<file path="config.mk">
export PLATFORM = sky130hd
export DESIGN_NAME = joy_conditioner
export DESIGN_NICKNAME = d
export VERILOG_FILES = /design/src/rtl/joy_pkg.sv /design/src/rtl/joy_debounce.sv /design/src/rtl/joy_conditioner.sv
export SDC_FILE = /design/constraint.sdc
export NUM_CORES = 1
export LEC_CHECK = 0
export ABC_AREA = 1
export BUFFER_PORTS_ARGS = -buffer_cell sky130_fd_sc_hd__buf_2
export CORE_AREA = 4 4 176 221
export DETAILED_ROUTE_END_ITERATION = 7
export DIE_AREA = 0 0 180 225
export PLACE_DENSITY = 0.67
export SLEW_MARGIN = 20
export SYNTH_ARGS = -nofsm -noshare
export SYNTH_HDL_FRONTEND = slang
export SYNTH_SLANG_ARGS = --single-unit
</file>
<file path="constraint.sdc">
create_clock -name clk -period 4 [get_ports clk]
set_input_delay 0.8 -clock clk [delete_from_list [all_inputs] [get_ports clk]]
set_output_delay 0.8 -clock clk [all_outputs]
set_load 0.03 [all_outputs]
</file>
<file path="src/rtl/joy_pkg.sv">
// Shared constants, repeat FSM state type and counter sizing for the
// joystick conditioner.
//
// Contents:
//   JOY_RIGHT/LEFT/DOWN/UP : bit positions of the directions in a pad word
//   rpt_state_t            : auto-repeat FSM states
//   cnt_width()            : bits needed to hold a count up to max_val
package joy_pkg;

   localparam int JOY_RIGHT = 0;
   localparam int JOY_LEFT  = 1;
   localparam int JOY_DOWN  = 2;
   localparam int JOY_UP    = 3;

   typedef enum logic [1:0] {
      IDLE,
      DELAY,
      REPEAT
   } rpt_state_t;

   function automatic int cnt_width(input int max_val);
      if (max_val < 2) begin
         return 1;
      end
      return $clog2(max_val + 1);
   endfunction

endpackage

</file>
<file path="src/rtl/joy_debounce.sv">
// Single-bit debouncer: output follows the raw input only after the raw
// value has differed from it for DB_CYCLES consecutive cycles.
//
// Ports:
//   i_clk, i_reset : system clock, synchronous active-high reset
//   i_raw          : raw button bit
//   o_db           : debounced level
// DB_CYCLES = 0 passes i_raw straight through; the top's level register
// then provides the single cycle of latency.
module joy_debounce
   import joy_pkg::*;
#(
   parameter int DB_CYCLES = 1024
) (
   input  logic i_clk,
   input  logic i_reset,
   input  logic i_raw,
   output logic o_db
);

   generate
      if (DB_CYCLES == 0) begin : g_bypass
         logic w_unused;
         assign w_unused = i_clk ^ i_reset;
         assign o_db     = i_raw;
      end else begin : g_filter
         localparam int CW = cnt_width(DB_CYCLES);

         logic [CW-1:0] r_cnt;
         logic          r_db;

         // r_cnt counts cycles of disagreement already seen; the
         // DB_CYCLES-th one commits the new value.
         always_ff @(posedge i_clk) begin
            if (i_reset) begin
               r_cnt <= '0;
               r_db  <= 1'b0;
            end else if (i_raw == r_db) begin
               r_cnt <= '0;
            end else if (r_cnt == CW'(DB_CYCLES - 1)) begin
               r_db  <= i_raw;
               r_cnt <= '0;
            end else begin
               r_cnt <= r_cnt + 1'b1;
            end
         end

         assign o_db = r_db;
      end
   endgenerate

endmodule

</file>
<file path="src/rtl/joy_conditioner.sv">
// Joystick conditioner: debounces every pad, muxes the selected pad,
// derives press/release pulses and direction auto-repeat pulses.
//
// Ports:
//   clk, reset  : system clock, synchronous active-high reset
//   joy_in      : NUM_PADS packed pad words, pad p at [p*NUM_BTN +: NUM_BTN]
//   pad_sel     : pad driving the outputs (out-of-range selects pad 0)
//   lock        : forces all outputs to 0, debouncers keep running
//   btn_level   : debounced level of the selected pad
//   btn_press   : one-cycle pulse on level rise
//   btn_release : one-cycle pulse on level fall
//   btn_repeat  : direction pulses (press plus auto-repeat)
// Optional feature macro: JOY_AUTOREPEAT_EN (repeat FSM); when undefined
// btn_repeat mirrors btn_press[3:0].
module joy_conditioner
   import joy_pkg::*;
#(
   parameter int NUM_PADS   = 2,
   parameter int NUM_BTN    = 16,
   parameter int DB_CYCLES  = 1024,
   parameter int RPT_DELAY  = 12_000_000,
   parameter int RPT_PERIOD = 3_000_000,
   localparam int SEL_W     = (NUM_PADS > 1) ? $clog2(NUM_PADS) : 1
) (
   input  logic                        clk,
   input  logic                        reset,
   input  logic [NUM_PADS*NUM_BTN-1:0] joy_in,
   input  logic [SEL_W-1:0]            pad_sel,
   input  logic                        lock,
   output logic [NUM_BTN-1:0]          btn_level,
   output logic [NUM_BTN-1:0]          btn_press,
   output logic [NUM_BTN-1:0]          btn_release,
   output logic [3:0]                  btn_repeat
);

   logic [NUM_PADS*NUM_BTN-1:0] w_db;
   logic [NUM_BTN-1:0]          w_mux;
   logic [NUM_BTN-1:0]          w_level_nxt;
   logic [NUM_BTN-1:0]          w_press_nxt;
   logic [NUM_BTN-1:0]          w_rel_nxt;
   logic [3:0]                  w_rpt_nxt;
   logic                        w_switch;
   logic                        w_unlock;
   logic                        w_quiet;

   logic [SEL_W-1:0]            r_sel;
   logic                        r_lock;
   logic [NUM_BTN-1:0]          r_level;
   logic [NUM_BTN-1:0]          r_press;
   logic [NUM_BTN-1:0]          r_release;
   logic [3:0]                  r_rpt;

   genvar gi;
   generate
      for (gi = 0; gi < NUM_PADS * NUM_BTN; gi++) begin : g_db
         joy_debounce #(
            .DB_CYCLES (DB_CYCLES)
         ) u_db (
            .i_clk   (clk),
            .i_reset (reset),
            .i_raw   (joy_in[gi]),
            .o_db    (w_db[gi])
         );
      end
   endgenerate

   // Pad 0 is the default so out-of-range selects fall back to it.
   always_comb begin
      w_mux = w_db[NUM_BTN-1:0];
      for (int p = 1; p < NUM_PADS; p++) begin
         if (pad_sel == SEL_W'(p)) begin
            w_mux = w_db[p*NUM_BTN +: NUM_BTN];
         end
      end
   end

   // r_level doubles as the "previous level" for edge detection.
   // Pulses are masked on a pad switch, while locked and on the first
   // unlocked cycle, so buttons already held never fire a press.
   assign w_switch    = (pad_sel != r_sel);
   assign w_unlock    = r_lock & ~lock;
   assign w_quiet     = w_switch | lock | w_unlock;
   assign w_level_nxt = lock ? '0 : w_mux;
   assign w_press_nxt = w_quiet ? '0 : (w_level_nxt & ~r_level);
   assign w_rel_nxt   = w_quiet ? '0 : (~w_level_nxt & r_level);

`ifdef JOY_AUTOREPEAT_EN
   localparam int RPT_MAX = (RPT_DELAY > RPT_PERIOD) ? RPT_DELAY
                                                     : RPT_PERIOD;
   localparam int RPT_W   = cnt_width(RPT_MAX);

   rpt_state_t       r_state;
   rpt_state_t       w_state_nxt;
   logic [RPT_W-1:0] r_cnt;
   logic [RPT_W-1:0] w_cnt_nxt;
   logic [1:0]       r_dir;
   logic [1:0]       w_dir_nxt;
   logic [1:0]       w_low;
   logic             w_any;
   logic             w_dir_rel;
   logic             w_expire;
   logic             w_pulse;

   assign w_any     = |w_press_nxt[3:0];
   assign w_dir_rel = w_rel_nxt[r_dir];
   assign w_expire  = (r_state != IDLE) && (r_cnt == RPT_W'(1));

   // Lowest pressed direction wins when several rise together.
   always_comb begin
      w_low = 2'(JOY_RIGHT);
      priority case (1'b1)
         w_press_nxt[JOY_RIGHT]: w_low = 2'(JOY_RIGHT);
         w_press_nxt[JOY_LEFT]:  w_low = 2'(JOY_LEFT);
         w_press_nxt[JOY_DOWN]:  w_low = 2'(JOY_DOWN);
         w_press_nxt[JOY_UP]:    w_low = 2'(JOY_UP);
         default:                w_low = 2'(JOY_RIGHT);
      endcase
   end

   always_ff @(posedge clk) begin
      if (reset) begin
         r_state <= IDLE;
         r_cnt   <= '0;
         r_dir   <= '0;
      end else begin
         r_state <= w_state_nxt;
         r_cnt   <= w_cnt_nxt;
         r_dir   <= w_dir_nxt;
      end
   end

   // A new press retargets ahead of expiry; a release of the tracked
   // direction stops repeating even if others remain held.
   always_comb begin
      w_state_nxt = r_state;
      w_cnt_nxt   = r_cnt;
      w_dir_nxt   = r_dir;
      if (w_quiet) begin
         w_state_nxt = IDLE;
         w_cnt_nxt   = '0;
      end else if (w_any) begin
         w_state_nxt = DELAY;
         w_cnt_nxt   = RPT_W'(RPT_DELAY);
         w_dir_nxt   = w_low;
      end else if (r_state != IDLE) begin
         if (w_dir_rel) begin
            w_state_nxt = IDLE;
            w_cnt_nxt   = '0;
         end else if (w_expire) begin
            w_state_nxt = REPEAT;
            w_cnt_nxt   = RPT_W'(RPT_PERIOD);
         end else begin
            w_cnt_nxt   = r_cnt - 1'b1;
         end
      end
   end

   always_comb begin
      w_pulse   = ~w_quiet & (w_any | (w_expire & ~w_dir_rel));
      w_rpt_nxt = 4'b0000;
      if (w_pulse) begin
         w_rpt_nxt = 4'b0001 << w_dir_nxt;
      end
   end
`else
   assign w_rpt_nxt = w_press_nxt[3:0];
`endif

   always_ff @(posedge clk) begin
      if (reset) begin
         r_sel     <= '0;
         r_lock    <= 1'b0;
         r_level   <= '0;
         r_press   <= '0;
         r_release <= '0;
         r_rpt     <= '0;
      end else begin
         r_sel     <= pad_sel;
         r_lock    <= lock;
         r_level   <= w_level_nxt;
         r_press   <= w_press_nxt;
         r_release <= w_rel_nxt;
         r_rpt     <= w_rpt_nxt;
      end
   end

   assign btn_level   = r_level;
   assign btn_press   = r_press;
   assign btn_release = r_release;
   assign btn_repeat  = r_rpt;

endmodule

</file>
==> impl_metrics.toml, run 1 <==
[outcome]
status = "finished clean"

[grt]
grt_overflow = 0
grt_pass1_wl_mm = 60.1
antenna_found_initial = 3
grt_usage = 0.173
grt_pass1_vias = 13700
grt_max_degree = 35

[timing]
relSlewSlack = 0.482
hold_viol = 0
rsz0062_at_grt = "false"
period_share = 0.529
drv_slew = 0
tns_ns = 0
worstMarginPinSlew_ns = 0.774
holdWs_ns = 0.439
layout_min_cycle_time_ns = 2.12
setup_viol = 0
skew_ns = 0.0152
max_freq_ghz = 0.473

[worst_setup_path]
critPathTopFamily = "flip-flops"
critPathBufInv = 1
cp_slowest_stage_delay_ns = 0.50
cp.depth = 1
startpoint_type = "flop"
crit_type = "reg -> out"
cp_max_fo = 2
reg2reg_depth = 6
crit_required_ns = 3.20
end_kind = "output port"
worstPathCellList = "buf_2"
arrival_ns = 1.32
critPathSlowestCell = "dfxtp_1"

[clock_network]
numCtsBuffers = 44
hold_buffers = 0
htreeDepth = 2
clk_latency_ns = 0.54
cts_max_path_buffers = 3
cts.clk_slew.worst_paths_ns = 0.06
cts_setup_buffers = 0
cts.sink_count = 434
post_cts_resized = 0
root_buffer = "clkbuf_16"
tritoncts = "built"

[yosys]
synth.avg_cell_area_sq_um = 7.66
synth-edff-count = 0
synthSimpleGateAreaFrac = 0.314
synth_compound_area_frac = 0.0452
synth_common_cells = "nor2_1 (489), nand2_1 (482), dfxtp_1 (434), inv_1 (243), nand3_1 (156)"
yosysUniqueCellTypes = 30
synth_fa_ha_area_frac = 0.0219
synth-seq-cells = 434
synthesis.nets = 2452
synthTopCellsByArea = "dfxtp_1 (48%), nor2_1 (10%), nand2_1 (9.9%), xnor2_1 (5.5%), inv_1 (5.0%)"
synth_xor_area_frac = 0.0848
synthArstFlopShare = 0
seq_area_frac_synth = 0.476
synth.most_common_cell = "nor2_1"
synthMuxAreaShare = 0
synth_top_family_by_area = "simple AND/OR/NAND/NOR gates"
ys_warn_count = 0
synth_area_leader_cell = "dfxtp_1"
yosysTopAreaCellShare = 0.476
syn_area_sq_um = 18300
postSynthCellCount = 2384
synthFlopType = "dfxtp_1"

[routing]
routed-via-count = 14500
vias_per_cell = 4.82
wl_per_cell_microns = 11.7
wirelength_mm = 35.3
detail-route-antenna-nets = 0
dr.pass1.iters = 5
drt_iter0_drc = 512
route.detailed.drc = 0

[cells_and_area]
syn_to_final_growth_pct = 12.7
num_antenna_cells = 0
drive_gt1_frac = 0.0996
nNetsFinal = 2565

[die]
core.rowCount = 79
io-pin-count = 88
initial_core_util = 0.496
die_area_sq_um = 40500
die-height_microns = 225
dieWidth_microns = 180
coreArea_sq_um = 36900

[placement]
dp_hpwl_mm = 25.5
io_buffers = 87
gp_congestion = 0.804

[power]
p_leak_uw = 0.00777
peakVddDrop_uv = 360
p_per_area_nw_per_um2 = 419

[hold_path]
holdCritPathClass = "reg -> reg"
worstHoldPathCells = 2

[job]
cap_violations = 0
metal layers:
layer | vias to the layer above | GRT usage | routed length (microns)
met5 | - | 0 | 46
met4 | 6 | 0.0534 | 846
met3 | 62 | 0.0396 | 1530
met2 | 158 | 0.315 | 17200
met1 | 6610 | 0.202 | 15700
li1 | 7703 | - | -
per-stage QoR:
step	cell area (sq um)	total power, uW	util	worst slack [ns]	std cells
floorplan	18300	4650	-	2.41	2384
global placement	19200	4720	0.520	1.57	2937
detailed placement	19200	4730	0.520	1.51	2937
CTS	20600	8770	0.559	1.87	3016
global route	20600	8960	0.559	1.85	3016
finish	20600	8630	0.559	1.88	3016
power breakdown:
part	internal, uW	total (uW)	switching [uW]
combinational	73.2	243	170
sequential	4360	4390	29.7
clock	2350	3990	1640
total	6780	8630	1840
cell type report:
class	instances	area, sq um
Tap cell	486	608
Sequential cell	434	8690
Clock buffer	63	1270
Timing Repair Buffer	89	450
Clock inverter	16	149
Multi-Input combinational cell	1684	8510
Inverter	244	916
Fill cell	3424	16300
cells by family (layout without fill, tap and decap cells):
logic type               Yosys count  after routing
flip-flops                       434            434
buffers and inverters            266            412
AO/OA/AOI/OAI                    161            161
adder cells (fa/ha/maj)           32             32
XOR/XNOR                         177            177
AND/OR/NAND/NOR                 1314           1314
cells in the final DEF, fill, tap and decap left out, types with 7 or more instances in the layout:
| master | instances |
|---|---|
| nand2_2 | 37 |
| o21ai_0 | 19 |
| nor2_4 | 19 |
| or2_2 | 7 |
| xnor2_1 | 115 |
| nand3_1 | 156 |
| xor2_1 | 62 |
| buf_2 | 87 |
| inv_1 | 243 |
| nand3b_1 | 30 |
| nor2_2 | 20 |
| clkbuf_1 | 10 |
| nor3_1 | 22 |
| nor2_1 | 489 |
| clkbuf_16 | 45 |
| dfxtp_1 | 434 |
| clkbuf_8 | 8 |
| nand4_1 | 36 |
| nand3_2 | 7 |
| clkinv_2 | 8 |
| a21oi_1 | 133 |
| ha_1 | 32 |
| nand2_1 | 482 |
sequential cells by signal, indices dropped and copies added (netlist names):
name	flops
btn_press	16
r_lock	1
r_sel	1
g_db.u_db.o_db	32
btn_level	16
g_db.u_db.g_filter.r_cnt	352
btn_release	16
final timing paths:
kind	startpoint	endpoint	slack (ns)
setup reg to reg	g_db[17].u_db.g_filter.r_cnt[0]$_SDFF_PP0_	g_db[17].u_db.g_filter.r_cnt[6]$_SDFF_PP0_	2.40
setup / recovery	btn_press[3]$_SDFF_PP0_	btn_press[3]	1.88
hold / removal	g_db[22].u_db.g_filter.r_cnt[10]$_SDFF_PP0_	g_db[22].u_db.g_filter.r_cnt[10]$_SDFF_PP0_	0.44
hold reg to reg	g_db[22].u_db.g_filter.r_cnt[10]$_SDFF_PP0_	g_db[22].u_db.g_filter.r_cnt[10]$_SDFF_PP0_	0.44
No activity file was read; power rests on OpenSTA's default activity.
==> run 2, diff against run 1 <==
Clock period 4 ns to 2 ns, I/O delays scaled along.
==> run 2 against run 1 <==
Net effect: combinational power increased by 100%; sequential share of layout area decreased by 0.37 points; utilization increased by 0.49 points; critical path type unchanged.
==> impl_metrics.toml, run 2 (synthesis results as in run 1) <==
[timing]
setup_viol = 0
period_share = 0.872
rsz0062_at_grt = "false"
layout_min_cycle_time_ns = 1.74
skew_ns = 0.0178
drv_slew = 0
tns_ns = 0
worstMarginPinSlew_ns = 0.699
max_freq_ghz = 0.573
relSlewSlack = 0.532
hold_viol = 0

[cells_and_area]
largest_reg_flops = 352
mostFrequentLayoutCell = "nor2_1"
largest_register = "g_db.u_db.g_filter.r_cnt"
multiInputGateArea_sq_um = 8510
fill_cells = 3331
nNetsFinal = 2569
drive_gt1_frac = 0.101
regArea_sq_um = 8690
syn_to_final_growth_pct = 13.7
fin_area_sq_um = 20800
layout_common_cells = "nor2_1 (489), nand2_1 (482), dfxtp_1 (434)"

[routing]
dr.pass1.iters = 5
routed-via-count = 14500
drt_iter0_drc = 678
wirelength_mm = 35.4
detail-route-antenna-nets = 0
route.detailed.drc = 0
vias_per_cell = 4.79
wl_per_cell_microns = 11.7

[worst_setup_path]
crit_type = "reg -> out"
critPathSlowestCell = "dfxtp_1"
cp_slowest_stage_delay_ns = 0.52
arrival_ns = 1.34
startpoint_type = "flop"
crit_required_ns = 1.60
worstPathCellList = "buf_2"
critPathTopFamily = "flip-flops"
cp_max_fo = 2
critPathBufInv = 1
end_kind = "output port"

[die]
die_area_sq_um = 40500
core.rowCount = 79
dieWidth_microns = 180
die-height_microns = 225
io-pin-count = 88
coreArea_sq_um = 36900
initial_core_util = 0.496

[outcome]
status = "finished clean"

[clock_network]
cts_setup_buffers = 0
root_buffer = "clkbuf_16"
cts_max_path_buffers = 3
cts.sink_count = 434
clk_latency_ns = 0.54
numCtsBuffers = 44
htreeDepth = 2
post_cts_resized = 0
cts.clk_slew.worst_paths_ns = 0.07
tritoncts = "built"
hold_buffers = 0

[placement]
dp_hpwl_mm = 25.5
io_buffers = 87
gp_congestion = 0.800
dpl_cell_area_sq_um = 19200

[job]
cap_violations = 0

[grt]
grt_pass1_vias = 13500
antenna_found_initial = 2
grt_pass1_wl_mm = 60.8
grt_max_degree = 34
grt_usage = 0.174
grt_overflow = 0

[power]
p_per_area_nw_per_um2 = 867
p_leak_uw = 0.00786
peakVddDrop_uv = 768

[hold_path]
holdCritPathClass = "in -> reg"
run 2: final timing paths:
check | start | end | cells past startpoint | slack (ns)
min reg2reg | g_db[20].u_db.g_filter.r_cnt[10]$_SDFF_PP0_ | g_db[20].u_db.g_filter.r_cnt[10]$_SDFF_PP0_ | 2 | 0.43
max reg2reg | g_db[17].u_db.g_filter.r_cnt[0]$_SDFF_PP0_ | g_db[17].u_db.g_filter.r_cnt[6]$_SDFF_PP0_ | 6 | 0.47
min | joy_in[26] | g_db[26].u_db.o_db$_SDFFE_PP0P_ | 3 | 0.11
max | btn_press[2]$_SDFF_PP0_ | btn_repeat[2] | 1 | 0.26
run 2: report_power, final:
group,internal (uW),switching [uW],total [uW]
logic,154,337,492
registers,8720,59.7,8780
clock network,5400,3330,8730
run 2: final cells by class:
class / instances / area share
flip-flops and latches: 434 / 0.418
multi-input cells: 1684 / 0.410
clock buffers: 63 / 0.0623
inverters: 244 / 0.0441
well taps: 486 / 0.0293
repair buffers: 93 / 0.0237
clock inverters: 15 / 0.0128
diodes: 1 / 0.000120
run 2: layer usage:
metal,wire (microns),track usage
met5,34,0
met4,1060,0.0607
met3,1620,0.0376
met2,16600,0.304
met1,16000,0.214
run 2: through the flow:
stage / hold slack [ns] / setup slack [ns] / power (uW) / util / instances
2_1_floorplan: 0.418 / 0.654 / 9300 / - / 2384
3_3_place_gp: 0.427 / 0.361 / 9460 / 0.521 / 2941
3_5_place_dp: 0.429 / 0.291 / 9470 / 0.521 / 2941
4_1_cts: 0.0807 / 0.262 / 18300 / 0.563 / 3019
5_1_grt: 0.102 / 0.237 / 18700 / 0.563 / 3019
6_report: 0.107 / 0.255 / 18000 / 0.564 / 3020
